===== config.mk =====
export PLATFORM = sky130hd
export DESIGN_NAME = alu_arbiter
export DESIGN_NICKNAME = d
export VERILOG_FILES = /design/src/rtl/alu_arbiter.sv
export SDC_FILE = /design/constraint.sdc
export NUM_CORES = 1
export LEC_CHECK = 0
export BUFFER_PORTS_ARGS = -buffer_cell sky130_fd_sc_hd__buf_2
export CAP_MARGIN = 20
export CORE_ASPECT_RATIO = 1.5
export CORE_MARGIN = 2
export CORE_UTILIZATION = 35
export CTS_CLUSTER_SIZE = 20
export DETAILED_ROUTE_END_ITERATION = 10
export GPL_ROUTABILITY_DRIVEN = 0
export PLACE_DENSITY = 0.69
export RECOVER_POWER = 100
export REMOVE_ABC_BUFFERS = 1
export SLEW_MARGIN = 0
export SYNTH_ARGS = -nofsm -noshare
export SYNTH_HDL_FRONTEND = slang
export SYNTH_SLANG_ARGS = --single-unit

===== constraint.sdc =====
create_clock -name clk -period 1.54 [get_ports clk]
set_input_delay 0.077 -clock clk [delete_from_list [all_inputs] [get_ports clk]]
set_output_delay 0.077 -clock clk [all_outputs]
set_load 0.005 [all_outputs]

===== src/rtl/alu_arbiter.sv =====
// alu_arbiter: shares one external arithmetic unit between two requesters.
// Each accepted request runs IDLE -> ISSUE -> WAIT -> RESP. The result is
// returned to the requester that owns the operation.
// Optional feature: define ALU_ARB_ROUND_ROBIN_EN for round-robin arbitration.
// Without it, requester 0 has fixed priority.
module alu_arbiter #(
  parameter int WIDTH = 16,
  parameter int LAT   = 1
) (
  input  logic             clk,
  input  logic             rst,
  input  logic             req0,
  input  logic             req1,
  input  logic [1:0]       fun0,
  input  logic [1:0]       fun1,
  input  logic [WIDTH-1:0] a0,
  input  logic [WIDTH-1:0] b0,
  input  logic [WIDTH-1:0] a1,
  input  logic [WIDTH-1:0] b1,
  output logic             gnt0,
  output logic             gnt1,
  output logic             done0,
  output logic             done1,
  output logic [WIDTH-1:0] res,
  output logic             res_cout,
  output logic             res_flag,
  output logic [WIDTH-1:0] arith_in1,
  output logic [WIDTH-1:0] arith_in2,
  output logic [1:0]       arith_fun,
  output logic             arith_en,
  input  logic [WIDTH-1:0] arith_out,
  input  logic             arith_cout,
  input  logic             arith_flag
);

  // Counter only needs to hold LAT-1; keep at least one bit for LAT=1
  localparam int CW = (LAT > 1) ? $clog2(LAT) : 1;

  typedef enum logic [1:0] {IDLE, ISSUE, WAIT, RESP} state_t;

  state_t        state;
  state_t        state_next;
  logic [CW-1:0] cnt;
  logic          owner;
  logic          win_valid;
  logic          win_sel;
  logic          take;

  assign win_valid = req0 | req1;
  assign take      = (state == IDLE) && win_valid;

`ifdef ALU_ARB_ROUND_ROBIN_EN
  // last_gnt remembers who was served last; resetting it to 1 favours requester 0
  logic last_gnt;

  // Round-robin winner: on conflict the requester not served last wins
  always_comb begin
    win_sel = 1'b0;
    if (req0 && req1) begin
      win_sel = ~last_gnt;
    end else begin
      win_sel = ~req0;
    end
  end

  // Pointer follows every grant
  always_ff @(posedge clk or posedge rst) begin
    if (rst) begin
      last_gnt <= 1'b1;
    end else if (take) begin
      last_gnt <= win_sel;
    end
  end
`else
  // Fixed priority: requester 1 wins only when requester 0 is idle
  always_comb begin
    win_sel = ~req0;
  end
`endif

  // State register
  always_ff @(posedge clk or posedge rst) begin
    if (rst) begin
      state <= IDLE;
    end else begin
      state <= state_next;
    end
  end

  // Next-state logic plus grant/done/enable strobes
  always_comb begin
    state_next = state;
    gnt0       = 1'b0;
    gnt1       = 1'b0;
    done0      = 1'b0;
    done1      = 1'b0;
    arith_en   = 1'b0;
    case (state)
      IDLE: begin
        if (win_valid && !rst) begin
          gnt0       = ~win_sel;
          gnt1       = win_sel;
          state_next = ISSUE;
        end
      end
      ISSUE: begin
        arith_en   = 1'b1;
        state_next = WAIT;
      end
      WAIT: begin
        if (cnt == '0) begin
          state_next = RESP;
        end
      end
      RESP: begin
        done0      = ~owner;
        done1      = owner;
        state_next = IDLE;
      end
      default: state_next = IDLE;
    endcase
  end

  // Operand capture at grant; the values stay frozen for the whole operation
  always_ff @(posedge clk or posedge rst) begin
    if (rst) begin
      arith_in1 <= '0;
      arith_in2 <= '0;
      arith_fun <= '0;
      owner     <= 1'b0;
    end else if (take) begin
      owner <= win_sel;
      if (win_sel) begin
        arith_in1 <= a1;
        arith_in2 <= b1;
        arith_fun <= fun1;
      end else begin
        arith_in1 <= a0;
        arith_in2 <= b0;
        arith_fun <= fun0;
      end
    end
  end

  // Latency counter: loaded at issue and counted down while waiting
  always_ff @(posedge clk or posedge rst) begin
    if (rst) begin
      cnt <= '0;
    end else if (state == ISSUE) begin
      cnt <= CW'(LAT - 1);
    end else if ((state == WAIT) && (cnt != '0)) begin
      cnt <= cnt - CW'(1);
    end
  end

  // Result registers: loaded when the unit output is due, then held until the next result
  always_ff @(posedge clk or posedge rst) begin
    if (rst) begin
      res      <= '0;
      res_cout <= 1'b0;
      res_flag <= 1'b0;
    end else if ((state == WAIT) && (cnt == '0)) begin
      res      <= arith_out;
      res_cout <= arith_cout;
      res_flag <= arith_flag;
    end
  end

endmodule


==> results of run 1 <==
[sequential cells by signal, summed over array words and instances, names as in the netlist]
| register | cells |
|---|---|
| res | 16 |
| arith_fun | 2 |
| arith_in1 | 16 |
| cnt | 1 |
| res_cout | 1 |
| arith_in2 | 16 |
| state | 2 |
| res_flag | 1 |
| owner | 1 |
[final cells by class]
type | instances | share of cell area (%)
clock buffer | 8 | 2.44
inverter | 3 | 0.305
multi-input combinational | 140 | 29.4
sequential | 56 | 38.1
tap | 100 | 3.39
timing repair buffer | 167 | 26.4
[worst max-delay path by stage]
stage / to / startpoint / slack [ns]
final: res[7] / state[0] / 0.06
after global placement: res[13] / state[0] / 0.08
after detailed placement: res[15] / state[0] / 0.02
after floorplan: arith_in1[0] / req0 / -0.29
after CTS: res[15] / state[0] / 0.03
after global routing: gnt1 / state[1] / -0.006
[power groups by stage]
stage / logic [mW] / registers, mW / clock network (mW)
after floorplan: 1.36 / 2.65 / 0
after global placement: 2.65 / 2.57 / 0
after detailed placement: 2.76 / 2.57 / 0
after CTS: 2.81 / 2.55 / 0.850
final: 2.85 / 2.55 / 0.800
after global routing: 3.20 / 2.66 / 0.912
[worst max-delay path: stages (launching register included)]
cell and delay, ns:
dfrtp_1 0.40, inv_2 0.11, ha_4 0.16, nor2b_4 0.20, clkbuf_16 0.20, mux2_4 0.30
[routing by layer]
metal | vias to the layer above | part of all wire, % | GRT usage [%]
met2 | 87 | 53 | 27.4
met5 | - | 0 | 0
met1 | 981 | 40 | 15.6
met3 | 4 | 6.7 | 3.14
li1 | 1046 | - | -
met4 | 0 | 0.67 | 3.12
[logic make-up after synthesis]
logic type	share of synthesized area [%]
compound gates	8.08
fa+ha+maj	2.43
buf+inv	4.77
flops	54.5
mux	23.0
simple gates	7.16
[repair_timing]
item,4_1_cts,5_1_grt
hold endpoints to repair,12,1
pin swaps,0,1
gates cloned,0,1
hold buffers,12,1
setup endpoints to repair,1,9
resized for setup,5,3
[synth_stat cells (2+ instances only)]
master,number
ha_1,5
mux2_4,10
mux2_2,9
buf_6,5
mux2i_1,34
nand2_1,36
clkbuf_2,2
inv_1,3
buf_2,5
o21ai_1,27
dfrtp_1,56
o21ai_0,8
==> summary by stage, run 1 <==
Timing
The final critical-path required period is 1.48 ns. The ratio of final minimum period to clock period is 96.0%. After layout, the worst setup slack is 0.0612 ns. The count of endpoints failing hold in the final timing report came to 0. The worst hold margin is 0.0127 ns. The total negative slack is 0 ns.

Setup violations remaining at the end of the flow were counted as 0. Setup repair after global routing could not meet its margin everywhere. The number of slew-limit violations in the final report came to 0.

The actual slew at the worst max-slew pin is 1.37 ns. The final clock skew is 0.00273 ns. The maximum operating frequency is 676 MHz.

The worst pin sits at a relative slew slack of 8.49%.

Worst setup path
The length in cells of the worst reg-to-reg path is 5. The worst setup path category is reg -> reg. The worst setup slack for register-to-register paths is 0.06 ns. The type of origin of the critical path is a flop. For the worst setup path, the data required time is 1.73 ns.

At the worst endpoint, the arrival time is 1.67 ns. The worst setup path is captured at a flop. The endpoint of the most critical register-to-register path is res[7]. The largest driver fanout on the critical path is 9. The startpoint of the lowest-slack register-to-register path is state[0].

Clock network
The clock latency on the worst-skew pair is 0.29 ns. The TritonCTS clock tree is built. The number of setup buffers added after CTS is 0. The H-tree depth is 2.

The tree built by TritonCTS fans out to 56 sinks. Clock-pin slew was measured on the worst setup and hold paths at 0.09 ns. The buffer depth of the longest clock path is 2. CTS placed an instance of clkbuf_8 at the clock tree root.

The CTS buffer count is 5.

Global route
The via count of the first global-routing pass is 2062. Summed over all layers, the global routing overflow is 0. The initial antenna violation count is 0. For this run, the total global-route usage over all layers was measured as 14.3%.

The maximum number of pins on one net before global-route repair is 57. The global-route wire length before repair is 9.14 mm.

Logic synthesis
The commonest register cell after synthesis is dfrtp_1. In this run the biggest area consumer among cell types represents 54.5% of the synthesized area. After synthesis the cells add up to 2570 µm². Counting flops with a built-in enable in the synthesized netlist gives 0.

After synthesis, the cell types taking the most area are dfrtp_1 (55%), mux2i_1 (13%), mux2_4 (5.8%). The number of different library cells used by synthesis comes to 24. The proportion of synthesized flip-flops having asynchronous set or reset is 100%. A synthesized cell averages 12.1 µm². The fraction of the yosys area taken by sequential cells is 54.5%. In this run, synthesis produced a sequential element count of 56. The number of instances in the synthesized netlist is 212.

The number of warnings printed during yosys synthesis is 0. The biggest area contributor in the post-synthesis netlist is dfrtp_1.

Pwr
Summed over all nets, the switching power comes to 2.05 mW. Per report_power, the clock group accounts for 12.9% of the total. The power density of the placed cells is 1680 nW/µm².

The internal power of the cells totals 4.16 mW. The relative contribution of sequential cells to total power is 41.1%. Overall power consumption after layout is estimated at 6.21 mW. The reported leakage power is 1.97 nW.

The relative contribution of combinational cells to total power is 46.0%. The share of total power consumed by net switching is 33.0%. The worst-case IR drop observed on VDD is 0.000629 V.

Finish
In the layout the commonest cells are buf_2 (146), dfrtp_1 (55), nand2_1 (36). Leaving out fill and tap cells, the most frequent cell in the layout is buf_2. The relative area change from synthesis to final layout is 43.4%. The finished cells cover 3690 µm².

The final core utilization is 51.3%. The count of cells in the finished layout, fillers not included, comes to 474. The area of all sequential standard cells is 1400 µm². The number of nets in the layout is 468. The filler cells instantiated in the layout total 651. The number of antenna cells inserted is 0.

The proportion of layout cells with a drive suffix above 1 is 50.3%. Summing all multi-input logic gate instances after layout gives 1080 µm².

Worst hold path
The tightest min-delay check is of the in -> reg type. Along the worst hold path, the cell count comes to 2. The sink of the worst hold path is res[13]. The hold path startpoint is arith_out[13].

Detailed routing
The first TritonRoute pass finished after 3 iterations. The total routed wirelength is 5.85 mm. The post-route antenna net violation count is 0. The number of design-rule violations left by the first detailed-router iteration is 65.

After detailed routing, the number of remaining DRC violations is 0. Dividing the detail-routed wire length by the instance count gives 12.3 µm. The detailed-route via count is 2118.

Using the TritonRoute via totals, the vias-per-cell ratio works out to 4.47.

Die
The I/O pin total is 147. The initialized floorplan defines 38 standard-cell rows. The placeable core region is 7180 µm². The initial core utilization is 35.8%. The die extent in x is 74.0 µm.

The floorplan step defined a die boundary enclosing 8060 µm². Measured along the y axis, the die boundary spans 109 µm.

Place
In this run the tool buffered the top-level ports with 146 buffer cells. Timing analysis after detailed placement gives a worst setup slack of 0.0220 ns. The total instance count after detailed placement is 452. After detailed placement, the total cell area comes to 3410 µm².

The final HPWL from detailed placement is 4.22 mm.

Job
The tool flagged a number of max-cap violations equal to 0.

Outcome
The run finished with clean final reports.
Note: power is estimated with default switching activity, not from simulation.
==> run 2, diff against run 1 <==
- CORE_ASPECT_RATIO: 1.5 -> 1.75
- SLEW_MARGIN: 0 -> 20
==> run 2 against run 1 <==
Against the previous run:
- fmax fell by 1.3%
- sequential power rose by 2%
- global-route usage rose by 0.79 points
- largest cell class unchanged
==> summary by stage, run 2 (synthesis gave the netlist of run 1 again) <==
Worst hold path
The class of the tightest hold or removal check is in -> reg. The hold path startpoint is arith_out[1]. The number of instances on the worst hold path was 2 (unchanged).

The worst hold path terminates at res[1].

Die
The placeable core region is 7180 µm² (about the same). The vertical die dimension came to 117 µm (+7.7%). The area of the die came to 8070 µm² (+0.16%).

The initial core utilization is 35.8% (about the same). The cell row count is 41 (+7.9%). The die extent in x came to 68.8 µm (-7.0%).

The I/O pin total was 147 (unchanged).

Finish
The count of fill cells added during filler insertion was 685 (+5.2%). The proportion of layout cells with a drive suffix above 1 is 41.1% (-9.2 points). The largest registers in the layout are arith_in1 (16), arith_in2 (16), res (16). The number of nets in the layout is 455 (-2.8%). The final core utilization was 49.7% (-1.7 points). The relative area change from synthesis to final layout is 38.8%. The most common cell after layout, fill and taps aside is buf_2. Leaving out fill and tap cells, the most frequent cells in the layout are buf_2 (108), dfrtp_1 (55), clkbuf_1 (38). The post-layout instance area is 3570 µm² (-3.3%). The number of antenna cells inserted is 0 (unchanged).

Clock network
The number of setup buffers added after CTS is 0 (unchanged). The buffer depth of the longest clock path is 2 (unchanged). In this run the clock root is driven by a clkbuf_16.

The H-tree depth is 2 (unchanged). The clock latency on the worst-skew pair came to 0.29 ns (about the same). The CTS buffer count is 5 (unchanged).

The number of clock sinks came to 56 (unchanged). TritonCTS built the clock tree. The clock transition at the register clock pins on the worst setup and hold paths after CTS came to 0.07 ns (-0.02 ns).

Timing
The total negative slack is 0 ns (unchanged). The final worst slack is 0.0410 ns (-0.0201 ns). The final count of negative-setup-slack endpoints is 0 (unchanged).

The number of slew-limit violations in the final report was 0 (unchanged). The ratio of final minimum period to clock period is 97.3% (+1.3 points). The actual slew at the worst max-slew pin is 0.756 ns (-0.616 ns). The count of endpoints failing hold in the final timing report came to 0 (unchanged). The maximum operating frequency came to 667 MHz (-1.3%). The worst relative slew slack came to 49.6% (+41 points).

The final critical-path required period is 1.50 ns (+0.0201 ns). The final clock skew is 0.00646 ns (+0.00374 ns).

Detailed routing
The number of iterations in the first detailed-routing pass is 4 (+1). The post-route antenna net violation count is 0 (unchanged). The residual DRC count is 0 (unchanged). The detailed-route via count is 2044 (-3.5%). The average via count per standard cell is 4.58 (+2.6%). The total routed wirelength is 6.06 mm (+3.6%). The number of design-rule violations left by the first detailed-router iteration was 62 (-4.6%). The wire length per cell after detailed routing is 13.6 µm (+10%).

Pwr
The reported leakage power is 1.83 nW (-7.0%). The total power of the final layout is 6.50 mW (+4.7%). The power density of the placed cells is 1820 nW/µm² (+8.2%).

The worst ir drop on vdd is 0.000722 V (+15%).

Global route
The global-route usage over all layers is 15.1% (+0.79 points). The maximum number of pins on one net before global-route repair was 57 (unchanged). The initial antenna violation count is 0 (unchanged). The global-route wire length before repair is 9.21 mm (+0.83%). The global-route congestion overflow total is 0 (unchanged).

The via count of the first global-routing pass is 1984 (-3.8%).

Worst setup path
The largest driver fanout on the critical path came to 9 (unchanged). The startpoint of the lowest-slack register-to-register path is state[0]. The critical path endpoint category is a flop. The data arrival time at the worst-slack endpoint came to 1.67 ns (about the same). The critical path in this run is classified as reg -> reg. The type of origin of the critical path is a flop. The required time of the critical path is 1.71 ns (-0.02 ns). The length in cells of the worst reg-to-reg path came to 5 (unchanged). The endpoint identified for the worst register-to-register timing path is res[8].

The worst setup slack for register-to-register paths was 0.04 ns (-0.02 ns).

Outcome
The run finished with clean final reports.

Job
The number of max-cap violations came to 0 (unchanged).

Place
The standard cell area after detailed placement is 3410 µm² (unchanged). The count of input and output buffers is 146 (unchanged). The pre-CTS setup slack was 0.0169 ns (-0.00507 ns).

The final HPWL from detailed placement was 4.52 mm (+7.0%).
==> run 2: cell types whose count changed in the layout (fill, tap and decap cells not counted), sizes merged <==
cell,delta
buf,-39
clkbuf,+37
dlygate4sd3,-12
clkinv,+1
inv,-1
==> run 2: worst max path at each step <==
stage	from	endpoint	slack [ns]	cells past startpoint
after floorplan	req0	arith_in1[0]	-0.29	2
after global placement	state[0]	res[14]	0.08	5
after detailed placement	state[0]	res[12]	0.02	5
after CTS	state[1]	gnt1	-0.02	5
after global routing	state[0]	res[6]	-0.01	5
final	state[0]	res[8]	0.04	5
==> run 2: area by class of cell <==
cell class	count	area (µm²)	area share, %
inverters	3	11.3	0.316
repair buffers	154	813	22.8
clock buffers	7	153	4.28
flip-flops and latches	56	1400	39.3
multi-input cells	140	1080	30.2
well taps	86	108	3.02
==> run 2: report_power, final <==
part / total (mW) / internal [mW] / switching [mW]
clock network: 1.16 / 0.683 / 0.478
registers: 2.59 / 2.20 / 0.383
logic: 2.75 / 1.46 / 1.30
==> run 2: critical path: stages (launching register included) <==
cell       delay (ns)
dfrtp_1          0.39
inv_2            0.12
ha_4             0.16
nor2b_4          0.21
clkbuf_16        0.20
mux2_4           0.30
==> run 2: layer usage <==
| metal | global-route usage, % | vias to the layer above | wire length, µm |
|---|---|---|---|
| met4 | 6.50 | 0 | 136 |
| li1 | - | 1021 | - |
| met1 | 16.0 | 927 | 2220 |
| met5 | 0 | - | 0 |
| met3 | 3.16 | 10 | 393 |
| met2 | 27.1 | 86 | 3310 |
==> run 2: timing repair <==
item | in CTS | in global routing
hold buffers | 1 | 0
endpoints found under the setup margin | 4 | 19
gates resized for setup | 1 | 6
cloned | 0 | 1
hold endpoints to repair | 56 | 0
==> run 2: metrics by stage <==
step,std cells,hold WS (ns)
after global routing,446,0.0100
after floorplan,199,0.188
after CTS,445,0.00882
final,446,0.0181
after global placement,437,0.186
after detailed placement,437,0.196
==> run 3, diff against run 2 <==
- CORE_ASPECT_RATIO: 1.75 -> default
==> run 3 against run 2 <==
Against the previous run:
- the run now ends with setup timing left
- die area shrank 0.33%
- register-to-register slack worse by 0.05 ns
- sequential share of layout area shrank 2.7 points
- critical path depth is the same
- first-iteration DRC count fell by 42%
- clock skew is 0.0012 ns lower
- utilization up 3.6 points
- combinational power up 13%
- sequential power is essentially flat
- fmax down 3.1%
- largest power group unchanged
==> summary by stage, run 3 (synthesis gave the netlist of run 1 again) <==
Outcome
The flow ran to the end, but the final reports show violations. The checks that failed: setup timing.

Die
The placeable core region is 7180 µm² (about the same). The die extent in x is 89.7 µm (+30%). The initial core utilization is 35.8% (about the same).

The vertical die dimension is 89.7 µm (-24%). The area of the die is 8040 µm² (-0.33%). The I/O pin total came to 147 (unchanged).

The cell row count is 31 (-24%).

Worst setup path
The largest driver fanout on the critical path is 5 (-4). The critical path endpoint category is a flop. The required time of the critical path is 1.74 ns (+0.03 ns). The data arrival time at the worst-slack endpoint is 1.75 ns (+0.08 ns). The worst setup slack for register-to-register paths is -0.007 ns (-0.05 ns). The type of origin of the critical path is a flop. The endpoint of the most critical register-to-register path is res[7]. The worst setup path is of the reg -> reg kind. The length in cells of the worst reg-to-reg path is 5 (unchanged). The startpoint of the lowest-slack register-to-register path is state[0].

Worst hold path
The startpoint identified for the worst hold timing path is a1[11]. The sink of the worst hold path is arith_in1[11]. The class of the tightest hold or removal check is in -> reg. The number of instances on the worst hold path is 3 (+1).

Pwr
The total power of the final layout is 6.53 mW (+0.40%). The worst ir drop on vdd is 0.000564 V (-22%). The power density of the placed cells came to 1710 nW/µm² (-6.3%).

The reported leakage power is 1.96 nW (+6.9%).

Clock network
The buffer cell driving the clock tree root is clkbuf_8. The TritonCTS clock tree is built. The number of clock sinks is 56 (unchanged). The H-tree depth is 2 (unchanged). The clock latency on the worst-skew pair is 0.31 ns (+0.02 ns). The clock transition at the register clock pins on the worst setup and hold paths after CTS is 0.10 ns (+0.03 ns). The CTS buffer count came to 5 (unchanged). The buffer depth of the longest clock path was 2 (unchanged).

Finish
In the final layout, the registers with the most flip-flops are arith_in1 (16), arith_in2 (16), res (16). The number of nets in the layout was 487 (+7.0%). The most common cell after layout, fill and taps aside is buf_2. The number of antenna cells inserted came to 0 (unchanged). Relative to the synthesized area, the layout overhead comes to 48.7%. The proportion of layout cells with a drive suffix above 1 is 39.9% (-1.2 points). The area taken by multi-input logic gates is 1120 µm² (+3.8%). The area of all sequential standard cells is 1400 µm² (about the same).

In the layout the commonest cells are buf_2 (103), dfrtp_1 (56), clkbuf_1 (44). The count of fill cells added during filler insertion is 648 (-5.4%). The final core utilization is 53.3% (+3.6 points).

Timing
The final critical-path required period is 1.55 ns (+0.0484 ns). The maximum operating frequency is 646 MHz (-3.1%). Setup repair after global routing could not meet its margin everywhere. The count of endpoints failing hold in the final timing report came to 0 (unchanged). The final count of negative-setup-slack endpoints is 2 (+2).

The final clock skew is 0.00529 ns (-0.00118 ns). The final worst slack came to -0.00740 ns (-0.0484 ns). The actual slew at the worst max-slew pin was 0.741 ns (-0.0154 ns). The number of slew-limit violations in the final report is 0 (unchanged). The worst relative slew slack is 50.6% (+1.0 points). The ratio of final minimum period to clock period is 100% (+3.1 points).

Detailed routing
The number of iterations in the first detailed-routing pass is 4 (unchanged). The average via count per standard cell was 4.46 (-2.7%). The number of design-rule violations left by the first detailed-router iteration was 36 (-42%). The total routed wirelength is 6.90 mm (+14%). The post-route antenna net violation count is 0 (unchanged). The detailed-route via count is 2193 (+7.3%). The residual DRC count is 0 (unchanged). The wire length per cell after detailed routing came to 14.0 µm (+3.3%).

Global route
The via count of the first global-routing pass came to 2095 (+5.6%). The initial antenna violation count is 0 (unchanged). The global-route usage over all layers came to 15.6% (+0.52 points).

The global-route congestion overflow total is 0 (unchanged). The global-route wire length before repair is 9.66 mm (+4.9%). The maximum number of pins on one net before global-route repair was 31 (-46%).

Job
The number of max-cap violations was 0 (unchanged).

Place
The count of input and output buffers is 146 (unchanged). The final HPWL from detailed placement is 4.39 mm (-2.9%).
-- run 3: cell types whose count changed in the layout (fill, tap and decap cells not counted), moves of 2 or more --
cell	change
o21ai_0	+7
clkbuf_2	+4
buf_4	+8
o21ai_1	-7
clkbuf_8	+3
dlygate4sd3_1	+18
clkbuf_1	+6
buf_12	-2
mux2_4	+8
buf_2	-5
clkbuf_16	-4
mux2_2	-8
-- run 3: worst max-delay path, cell delays in order (launching register included) --
cell and delay [ns]:
dfrtp_1 0.40, inv_2 0.11, ha_4 0.14, nor2b_4 0.27
clkbuf_16 0.21, mux2_4 0.30
-- run 3: repair_timing --
action | 4_1_cts | 5_1_grt
resized for setup | 4 | 12
pin swaps | 1 | 2
hold buffers | 19 | 0
gates cloned | 2 | 3
endpoints found under the setup margin | 1 | 19
endpoints found under the hold margin | 74 | 0
buffers inserted | 4 | 3
-- run 3: how the worst max path moves through the flow --
| stage | from | to | slack (ns) | cells past startpoint |
|---|---|---|---|---|
| floorplan | req0 | arith_in1[0] | -0.29 | 2 |
| global placement | state[0] | res_flag | 0.07 | 5 |
| detailed placement | state[0] | res[10] | 0.02 | 5 |
| CTS | state[0] | gnt1 | 0.003 | 6 |
| global route | state[0] | gnt1 | -0.05 | 6 |
| finish | state[0] | res[7] | -0.007 | 5 |
-- run 3: layout make-up --
| type | count | area share (%) |
|---|---|---|
| flip-flops and latches | 56 | 36.7 |
| multi-input cells | 140 | 29.3 |
| repair buffers | 186 | 28.1 |
| well taps | 99 | 3.24 |
| clock buffers | 5 | 1.80 |
| clock inverters | 3 | 0.589 |
| inverters | 3 | 0.295 |
-- run 3: per-stage QoR --
stage	setup TNS [ns]	hold WS [ns]	area, µm²	instances	setup slack (ns)
detailed placement	0	0.202	3430	453	0.0208
global placement	0	0.185	3430	453	0.0711
floorplan	-9.42	0.188	2460	199	-0.286
global route	-0.410	0.0406	3820	492	-0.0515
finish	-0.00789	0.0333	3820	492	-0.00740
CTS	0	0.0192	3810	486	0.00254
-- run 3: power by group --
group | switching, mW | internal, mW | total [mW]
Clock | 0.493 | 0.327 | 0.820
Sequential | 0.392 | 2.20 | 2.59
Combinational | 1.42 | 1.70 | 3.12
-- run 3: routing by layer --
metal  vias to the layer above  routed length, µm  GRT usage (%)
met5                         -                  0              0
met4                         0                 55           4.48
met3                         6                521           3.75
met2                        95               3440           28.5
met1                      1003               2890           18.1
li1                       1089                  -              -
